--- src/rtl/uart_rx_fifo_if.sv ---
// Receive-side word handshake: the receiver presents P_data/data_valid and the
// consumer answers with data_ready.
interface uart_rx_fifo_if #(
    parameter int DATA_WIDTH = 8
);
    logic [DATA_WIDTH-1:0] P_data;
    logic                  data_valid;
    logic                  data_ready;

    modport master (
        output P_data,
        output data_valid,
        input  data_ready
    );

    modport slave (
        input  P_data,
        input  data_valid,
        output data_ready
    );
endinterface

--- src/rtl/uart_rx_fifo.sv ---
// Oversampling UART receiver with 3-sample majority vote, optional parity and
// second stop bit, registered error pulses and a small output FIFO.
module uart_rx_fifo #(
    parameter int DATA_WIDTH     = 8,
    parameter int PRESCALE_WIDTH = 6,
    parameter int FIFO_DEPTH     = 4
) (
    input  logic                        CLK,
    input  logic                        RST,
    input  logic                        RX_IN,
    input  logic [PRESCALE_WIDTH-1:0]   prescale,
    input  logic                        PAR_EN,
    input  logic                        PAR_TYP,
    input  logic                        STP2,
    uart_rx_fifo_if.master              out_if,
    output logic                        par_err,
    output logic                        stp_err,
    output logic                        overrun,
    output logic [$clog2(FIFO_DEPTH):0] fifo_count
);

    localparam int BIT_W = $clog2(DATA_WIDTH);
    localparam int PTR_W = $clog2(FIFO_DEPTH);
    localparam int CNT_W = PTR_W + 1;
    localparam logic [BIT_W-1:0] LAST_BIT = BIT_W'(DATA_WIDTH - 1);
    localparam logic [CNT_W-1:0] FULL_CNT = CNT_W'(FIFO_DEPTH);

    typedef enum logic [2:0] {
        S_IDLE,
        S_START,
        S_DATA,
        S_PARITY,
        S_STOP1,
        S_STOP2
    } state_t;

    function automatic logic majority3(input logic [2:0] s);
        return (s[0] & s[1]) | (s[0] & s[2]) | (s[1] & s[2]);
    endfunction

    function automatic logic parity_bit(input logic [DATA_WIDTH-1:0] d, input logic odd);
        return (^d) ^ odd;
    endfunction

    logic                      rx_p0;
    logic                      rx_s;

    state_t                    state_q, state_d;
    logic [PRESCALE_WIDTH-1:0] edge_q, edge_d;
    logic [BIT_W-1:0]          bit_q, bit_d;
    logic                      par_bad_q, par_bad_d;

    logic [PRESCALE_WIDTH-1:0] p_lat;
    logic                      par_en_lat;
    logic                      par_typ_lat;
    logic                      stp2_lat;
    logic [2:0]                smp;
    logic [DATA_WIDTH-1:0]     shreg;

    logic                      latch_cfg;
    logic                      shift_en;
    logic                      push_req;
    logic                      stp_err_d;
    logic                      par_err_d;

    logic [PRESCALE_WIDTH-1:0] half;
    logic                      at_s0, at_s1, at_s2, at_vote, at_end;
    logic                      maj;

    logic [DATA_WIDTH-1:0]     mem [FIFO_DEPTH];
    logic [PTR_W-1:0]          wr_ptr;
    logic [PTR_W-1:0]          rd_ptr;
    logic [CNT_W-1:0]          count;
    logic                      valid;
    logic                      full;
    logic                      pop;
    logic                      wr_en;
    logic                      ovr_d;

    // Stage p0/s: two-flop synchroniser on the asynchronous serial line
    always_ff @(posedge CLK) begin
        if (!RST) begin
            rx_p0 <= 1'b1;
            rx_s  <= 1'b1;
        end else begin
            rx_p0 <= RX_IN;
            rx_s  <= rx_p0;
        end
    end

    assign half    = p_lat >> 1;
    assign at_s0   = (edge_q == half - PRESCALE_WIDTH'(1));
    assign at_s1   = (edge_q == half);
    assign at_s2   = (edge_q == half + PRESCALE_WIDTH'(1));
    assign at_vote = (edge_q == half + PRESCALE_WIDTH'(2));
    assign at_end  = (edge_q == p_lat - PRESCALE_WIDTH'(1));
    assign maj     = majority3(smp);

    always_ff @(posedge CLK) begin
        if (!RST) begin
            state_q   <= S_IDLE;
            edge_q    <= '0;
            bit_q     <= '0;
            par_bad_q <= 1'b0;
        end else begin
            state_q   <= state_d;
            edge_q    <= edge_d;
            bit_q     <= bit_d;
            par_bad_q <= par_bad_d;
        end
    end

    always_comb begin
        state_d   = state_q;
        edge_d    = at_end ? '0 : edge_q + PRESCALE_WIDTH'(1);
        bit_d     = bit_q;
        par_bad_d = par_bad_q;
        latch_cfg = 1'b0;
        shift_en  = 1'b0;
        push_req  = 1'b0;
        stp_err_d = 1'b0;
        par_err_d = 1'b0;

        unique case (state_q)
            S_IDLE: begin
                // The detection cycle itself is edge 0 of the start bit.
                edge_d    = PRESCALE_WIDTH'(1);
                bit_d     = '0;
                par_bad_d = 1'b0;
                if (!rx_s) begin
                    state_d   = S_START;
                    latch_cfg = 1'b1;
                end
            end
            S_START: begin
                if (at_vote && maj) begin
                    state_d = S_IDLE;
                end else if (at_end) begin
                    state_d = S_DATA;
                end
            end
            S_DATA: begin
                shift_en = at_vote;
                if (at_end) begin
                    if (bit_q == LAST_BIT) begin
                        bit_d   = '0;
                        state_d = par_en_lat ? S_PARITY : S_STOP1;
                    end else begin
                        bit_d = bit_q + BIT_W'(1);
                    end
                end
            end
            S_PARITY: begin
                if (at_vote) begin
                    par_bad_d = (parity_bit(shreg, par_typ_lat) != maj);
                end
                if (at_end) begin
                    state_d = S_STOP1;
                end
            end
            S_STOP1: begin
                // Leave at the vote point so a back-to-back start edge is seen.
                if (at_vote) begin
                    if (!maj) begin
                        stp_err_d = 1'b1;
                        state_d   = S_IDLE;
                    end else if (!stp2_lat) begin
                        state_d   = S_IDLE;
                        par_err_d = par_bad_q;
                        push_req  = !par_bad_q;
                    end
                end else if (at_end) begin
                    state_d = S_STOP2;
                end
            end
            S_STOP2: begin
                if (at_vote) begin
                    state_d = S_IDLE;
                    if (!maj) begin
                        stp_err_d = 1'b1;
                    end else begin
                        par_err_d = par_bad_q;
                        push_req  = !par_bad_q;
                    end
                end
            end
            default: begin
                state_d = S_IDLE;
            end
        endcase
    end

    always_ff @(posedge CLK) begin
        if (latch_cfg) begin
            p_lat       <= prescale;
            par_en_lat  <= PAR_EN;
            par_typ_lat <= PAR_TYP;
            stp2_lat    <= STP2;
        end
        if (at_s0) smp[0] <= rx_s;
        if (at_s1) smp[1] <= rx_s;
        if (at_s2) smp[2] <= rx_s;
        if (shift_en) begin
            shreg <= {maj, shreg[DATA_WIDTH-1:1]};
        end
    end

    assign valid = (count != '0);
    assign full  = (count == FULL_CNT);
    assign pop   = valid && out_if.data_ready;
    assign wr_en = push_req && (!full || pop);
    assign ovr_d = push_req && full && !pop;

    always_ff @(posedge CLK) begin
        if (!RST) begin
            wr_ptr <= '0;
            rd_ptr <= '0;
            count  <= '0;
        end else begin
            if (wr_en) wr_ptr <= wr_ptr + PTR_W'(1);
            if (pop)   rd_ptr <= rd_ptr + PTR_W'(1);
            if (wr_en && !pop) begin
                count <= count + CNT_W'(1);
            end else if (pop && !wr_en) begin
                count <= count - CNT_W'(1);
            end
        end
    end

    always_ff @(posedge CLK) begin
        if (wr_en) begin
            mem[wr_ptr] <= shreg;
        end
    end

    // Stage p1: registered single-cycle event pulses
    always_ff @(posedge CLK) begin
        if (!RST) begin
            par_err <= 1'b0;
            stp_err <= 1'b0;
            overrun <= 1'b0;
        end else begin
            par_err <= par_err_d;
            stp_err <= stp_err_d;
            overrun <= ovr_d;
        end
    end

    assign out_if.data_valid = valid;
    assign out_if.P_data     = valid ? mem[rd_ptr] : '0;
    assign fifo_count        = count;

endmodule

--- src/flat_wrapper.sv ---
// flat-port wrapper written by rule: the top's interface ports become plain ports
module uart_rx_fifo_flat 
#(
    parameter int DATA_WIDTH     = 8,
    parameter int PRESCALE_WIDTH = 6,
    parameter int FIFO_DEPTH     = 4
)
  (CLK, RST, RX_IN, prescale, PAR_EN, PAR_TYP, STP2, par_err, stp_err, overrun, fifo_count, out_if_P_data, out_if_data_valid, out_if_data_ready);
  uart_rx_fifo_if #(.DATA_WIDTH(DATA_WIDTH)) out_if_i ();
  input  logic CLK;
  input  logic RST;
  input  logic RX_IN;
  input  logic [PRESCALE_WIDTH-1:0] prescale;
  input  logic PAR_EN;
  input  logic PAR_TYP;
  input  logic STP2;
  output logic par_err;
  output logic stp_err;
  output logic overrun;
  output logic [$clog2(FIFO_DEPTH):0] fifo_count;
  output wire logic [$bits(out_if_i.P_data)-1:0] out_if_P_data;
  output wire logic [$bits(out_if_i.data_valid)-1:0] out_if_data_valid;
  input wire logic [$bits(out_if_i.data_ready)-1:0] out_if_data_ready;
  assign out_if_P_data = out_if_i.P_data;
  assign out_if_data_valid = out_if_i.data_valid;
  assign out_if_i.data_ready = out_if_data_ready;
  uart_rx_fifo #(.DATA_WIDTH(DATA_WIDTH), .PRESCALE_WIDTH(PRESCALE_WIDTH), .FIFO_DEPTH(FIFO_DEPTH)) u_core (.CLK(CLK), .RST(RST), .RX_IN(RX_IN), .prescale(prescale), .PAR_EN(PAR_EN), .PAR_TYP(PAR_TYP), .STP2(STP2), .out_if(out_if_i), .par_err(par_err), .stp_err(stp_err), .overrun(overrun), .fifo_count(fifo_count));
endmodule
--- config.mk ---
export PLATFORM = sky130hd
export DESIGN_NAME = uart_rx_fifo_flat
export DESIGN_NICKNAME = d
export VERILOG_FILES = /design/src/rtl/uart_rx_fifo_if.sv /design/src/rtl/uart_rx_fifo.sv /design/src/flat_wrapper.sv
export SDC_FILE = /design/constraint.sdc
export NUM_CORES = 1
export LEC_CHECK = 0
export ABC_AREA = 1
export ABC_CLOCK_PERIOD_IN_PS = 3820
export BUFFER_PORTS_ARGS = -buffer_cell sky130_fd_sc_hd__buf_4
export CAP_MARGIN = 10
export CORE_MARGIN = 5
export CORE_UTILIZATION = 60
export CTS_CLUSTER_SIZE = 30
export DETAILED_ROUTE_END_ITERATION = 10
export PLACE_DENSITY = 0.88
export SETUP_SLACK_MARGIN = 0.05
export SLEW_MARGIN = 20
export SYNTH_ARGS = -nofsm -noshare
export SYNTH_HDL_FRONTEND = slang
export SYNTH_SLANG_ARGS = --single-unit
--- constraint.sdc ---
create_clock -name CLK -period 3.82 [get_ports CLK]
set_input_delay 0.573 -clock CLK [delete_from_list [all_inputs] [get_ports CLK]]
set_output_delay 0.573 -clock CLK [all_outputs]
set_load 0.005 [all_outputs]
; Word-level counts from Yosys, hierarchy flattened
; Memories as Yosys holds them, arrays and structs flattened. A register that Yosys moved wholly into a read port is not among the register bits.
; Index checks and enable logic that the tools add are counted.
[word_totals]
ff_bits = 45
latchBits = 0
ramBits = 32
rom_bits = 0
in_bits = 13
output_inout_bits = 15
mem_count = 1
[op_classes]
add_sub_neg = 10
multipliers = 0
div_mod_pow = 0
n_lt_le_gt_ge = 0
n_eq_ne = 22
shifts = 0
mux = 43
bitwise_logic = 7
n_reduce_logical = 24
[memory_table]
columns = name, depth, word_bits, read_ports, rd_clocked_by_memory_dff, write_ports, line_no
row1 = u_core.mem, 4, 8, 1, 1, 1, uart_rx_fifo.sv:70  ; logic [DATA_WIDTH-1:0] mem [FIFO_DEPTH];
[ops]
columns = cell, count
row1 = $mux 3, 16
row2 = $eq 6x6->1, 4
row3 = $mux 1, 19
row4 = $pmux 3 s6, 1
row5 = $eq 3x3->1 const B, 4
row6 = $ne 2x1->1 const B, 5
row7 = $mux 8, 1
row8 = $reduce_and 8->1, 1
row9 = $reduce_xor 8->1, 1
row10 = $logic_and 1x1->1, 7
row11 = $add 3x1->3 const B, 2
row12 = $add 5x1->6 const B, 1
row13 = $add 5x2->6 const B, 1
row14 = $add 6x1->6 const B, 1
row15 = $eq 3x2->1 const B, 2
row16 = $eq 6x5->1, 1
row17 = $ne 3x1->1 const B, 2
row18 = $pmux 1 s2, 3
row19 = $pmux 3 s2, 1
row20 = $reduce_bool 2->1, 3
row21 = $sub 5x1->6 const B, 1
row22 = $sub 6x1->6 const B, 1
row23 = $add 2x1->2 const B, 2
row24 = $logic_not 1->1, 4
row25 = other kinds (17), 22

; Logic depth before layout (Yosys ltp)
[logic_depth]
depth_word = 11
mapped_depth = 18
ltp_nobuf = 17

; Least setup slack after synthesis
; No wires, ideal clock.
[synth_timing]
kind = register -> register
from = register u_core.p_lat[2]
to = register u_core.count[2] (netlist: u_core.fifo_count[2])
arrival_time_ps = 2549
t_required_ps = 3698
slack_ps = 1149
stages_incl_launch_ff = 17
path_cell_list = edfxtp_1 inv_1 ha_1 xnor2_1 nand3_1 nor2_2 nand3_2 inv_2 nand4_1 nor2_2 ha_1 inv_1 fa_1 a21oi_1 o21ai_0 o21ai_0 a21oi_1
[synth_between]
elab_chain_len = 8
[synth_lines]
columns = element, line_no
row1 = "start, declared", uart_rx_fifo.sv:53  ; logic [PRESCALE_WIDTH-1:0] p_lat;
row2 = "start signal, assigned", uart_rx_fifo.sv:195  ; p_lat <= prescale;
row3 = $add 5x2->6 *, uart_rx_fifo.sv:95  ; assign at_vote = (edge_q == half + PRESCALE_WIDTH'(2));
row4 = $eq 6x6->1 *, uart_rx_fifo.sv:95
row5 = "$mux 1, on equally long branches", "uart_rx_fifo.sv:177, uart_rx_fifo.sv:163"
row6 = $pmux 1 s2 *, uart_rx_fifo.sv:124  ; unique case (state_q)
row7 = $logic_and 1x1->1 *, uart_rx_fifo.sv:211  ; assign wr_en = push_req && (!full || pop);
row8 = net u_core.wr_en, uart_rx_fifo.sv:77  ; logic wr_en;
row9 = $logic_not 1->1, uart_rx_fifo.sv:224  ; end else if (pop && !wr_en) begin
row10 = $logic_and 1x1->1, uart_rx_fifo.sv:224
row11 = $reduce_bool 2->1 (no source line), -
row12 = "end signal, assigned", uart_rx_fifo.sv:223  ; count <= count + CNT_W'(1);
row13 = "end signal, assigned", uart_rx_fifo.sv:225  ; count <= count - CNT_W'(1);
row14 = "end, declared", uart_rx_fifo.sv:73  ; logic [CNT_W-1:0] count;
; Mark *: on every way through the listed nets, which the timed path passes. The rest lies on a longest branch.
; A chain may end at the register's enable or synchronous reset.

; Worst setup path after layout
; Ends and elaborated chain as after synthesis.

==> out/results.ini <==
[status]
status=finished clean

[sta]
fin_ws_ns=0.7672
rsz0062_at_grt=false
min_period_over_period_pct=79.92
setup_viol=0
tns_ns=0
relSlewSlack_pct=44.75
hold_violations=0
worst_pin_slew_ns=0.8258
skew_ns=0.008452
drv_slew=0
post-route-min-period_ns=3.053
fmax_mhz=327.6

[yosys]
synth_enable_flop_cells=52
ys_ff_latch=79
ys.flop_type=edfxtp_1
synth.net_count=432
synth_cell_type_count=40
yosysWarnings=0
yosysSeqAreaShare_pct=55.10
syn_area_mm2=0.003815
syn_area_per_cell_um2=9.443
synth-async-reset-ratio_pct=0
synthCells=404

[floorplan]
fp.dieH_um=89.74
dieArea_mm2=0.008053
row_count=29
start_util_pct=60.77
die_w_um=89.74
io_pins=28
core-area_mm2=0.006277

[setup_path]
cp-start-kind=flip-flop
reg2reg_to=u_core.fifo_count[2]
r2r_cells=16
endpoint_kind=flip-flop
critPathMaxFanout=6
crit_path_end=u_core.fifo_count[2]
required_ns=4.07
reg2reg_from=u_core.p_lat[2]
arrival_ns=3.30
r2r_setup_slack_ns=0.77
crit_start=u_core.p_lat[2]
path_class=flip-flop to flip-flop

[global_route]
antenna_found_initial=0
grt.total_usage_pct=18.85
grt_max_degree=18
grt_pass1_vias=2759
grt_pass1_wl_mm=12.18
grt_overflow=0

[routing]
routed-via-count=2866
drtIter0Drc=135
remaining_drc_errors=0
detailedRoute.firstPassIterationCount=5
wl_per_cell_um=14.37
final_antenna_net_count=0
routed_wl_mm=7.427
avgViaCountPerCell=5.544

[finish]
finish.cell_count_without_fillers=517
multiInputGateArea_mm2=0.001485
utilization_pct=68.29
synthToLayoutAreaGrowth_pct=12.36
fill_cells=472
drive_gt1_share_pct=14.32
seqCellArea_mm2=0.002102
layout.nets=463
diodes=0
postLayoutCellArea_mm2=0.004287

[job]
drv_cap=0

[pwr]
p_leak_nw=1.707
p_int_mw=1.564
peakVddDrop_uv=441.9
p_seq_share_pct=43.9
combPwrFrac_pct=30.0
p_sw_uw=851.7
clkPwrFrac_pct=26.1
power_switching_share_pct=35.26
power_density_mw_per_mm2=563.5

[clock_network]
clock_latency_ns=0.36
post_cts_resized=0
cts_tree=yes
cts_buffers=9
clkSinkCount=79
post_cts_buffers=0
htreeDepth=3
ctsHoldBuffers=0
cts_buffer_depth=2
clk_pin_slew_ns=0.08
cts-root-buf=clkbuf_8

[placement]
placedCellCount=501
dp_hpwl_mm=5.384
dpl_cell_area_mm2=0.004083
port_buffers=27
gp_congestion=0.9286
preCtsSetupSlack_ns=0.8671

[hold_path]
worstHoldPathType=input port to flip-flop

[through the flow]
stage	hold WS (ns)	power, mW
global placement	0.3966	1.762
CTS	0.3735	2.422
floorplan	0.3925	1.549
global route	0.3737	2.563
finish	0.3865	2.415
detailed placement	0.4099	1.798
[sequential cells by signal (all words and copies together) (netlist names), 2 cells and up, named ones only]
signal and cells:
u_core.rd_ptr 2, u_core.mem 32, u_core.p_lat 6, u_core.edge_q 6, u_core.fifo_count 3, u_core.shreg 8
u_core.state_q 3, u_core.smp 3, u_core.wr_ptr 2, u_core.bit_q 3
[cells in the final DEF (no fill, tap or decap), drive strengths merged, types with 2 or more instances in the layout]
master	synthesis	final
nor2	71	71
edfxtp	52	52
inv	48	50
nand2	48	48
o21ai	31	31
a21oi	28	28
dfxtp	27	27
buf	2	27
nand3	22	22
xor2	15	15
ha	14	14
clkbuf	5	9
xnor2	8	8
clkinv	4	6
nand4	5	5
nor3	4	4
or2	4	4
nor4	3	3
a22oi	2	2
nor3b	2	2
clkinvlp	0	2
[area by class of cell]
cell class | count | share of cell area (%)
Sequential cell | 79 | 49.04
Multi-Input combinational cell | 266 | 34.65
Timing Repair Buffer | 27 | 4.729
Inverter | 52 | 4.583
Clock buffer | 9 | 2.890
Tap cell | 77 | 2.248
Clock inverter | 7 | 1.868
[worst max-delay path, stage by stage (launching register included)]
cell	delay, ns
edfxtp_1	0.49
inv_1	0.19
ha_1	0.27
xnor2_1	0.15
nand3_1	0.10
nor2_2	0.14
nand3_2	0.12
inv_2	0.09
nand4_1	0.13
nor2_2	0.18
ha_1	0.17
inv_1	0.07
fa_1	0.39
a21oi_1	0.14
o21ai_0	0.11
o21ai_0	0.15
a21oi_1	0.05
[Yosys cell counts (2+ instances only)]
library cell  count  share of area, %
dfxtp_1          27                14
edfxtp_1         52                41
nor2_1           67               6.6
o21ai_0          30               3.9
nor3_1            4              0.52
xor2_1           15               3.4
inv_1            44               4.3
a21oi_1          27               3.5
nand2_1          43               4.2
nand3_1          21               2.8
xnor2_1           8               1.8
clkinv_1          3              0.30
nor4_1            3              0.49
nor2_2            4              0.66
a22oi_1           2              0.39
ha_1             14               4.6
nand4_1           4              0.66
or2_2             2              0.33
nand2_2           5              0.82
clkbuf_1          5              0.49
inv_2             4              0.39
nor3b_1           2              0.39
[how the worst min path moves through the flow]
stage                       startpoint         endpoint  slack [ns]  cells after the start
after CTS                  prescale[2]  u_core.p_lat[2]        0.37                      1
after global routing       prescale[5]  u_core.p_lat[5]        0.37                      1
after floorplan           u_core.rx_p0      u_core.rx_s        0.39                      1
final                      prescale[3]  u_core.p_lat[3]        0.39                      1
after detailed placement  u_core.rx_p0      u_core.rx_s        0.41                      1
after global placement    u_core.rx_p0      u_core.rx_s        0.40                      1
[power groups by stage]
stage	Clock [mW]	Combinational, mW	Sequential [mW]
floorplan	0	0.510	1.04
global placement	0	0.687	1.08
detailed placement	0	0.721	1.08
CTS	0.640	0.724	1.06
global route	0.680	0.812	1.07
finish	0.630	0.726	1.06
[layer usage]
metal,up-vias,share of wire (%),global-route usage (%)
met2,94,53,34.45
li1,1411,-,-
met4,0,2.2,7.431
met5,-,0,0
met1,1349,38,21.06
met3,12,6.1,4.174
[kinds of logic after synthesis]
family,synth area share [%]
xor+xnor,5.281
fa+ha+maj,5.117
buf+inv,5.969
simple gates,18.99
compound gates,9.544
flops,55.10
(Power assumes the default switching activity.)
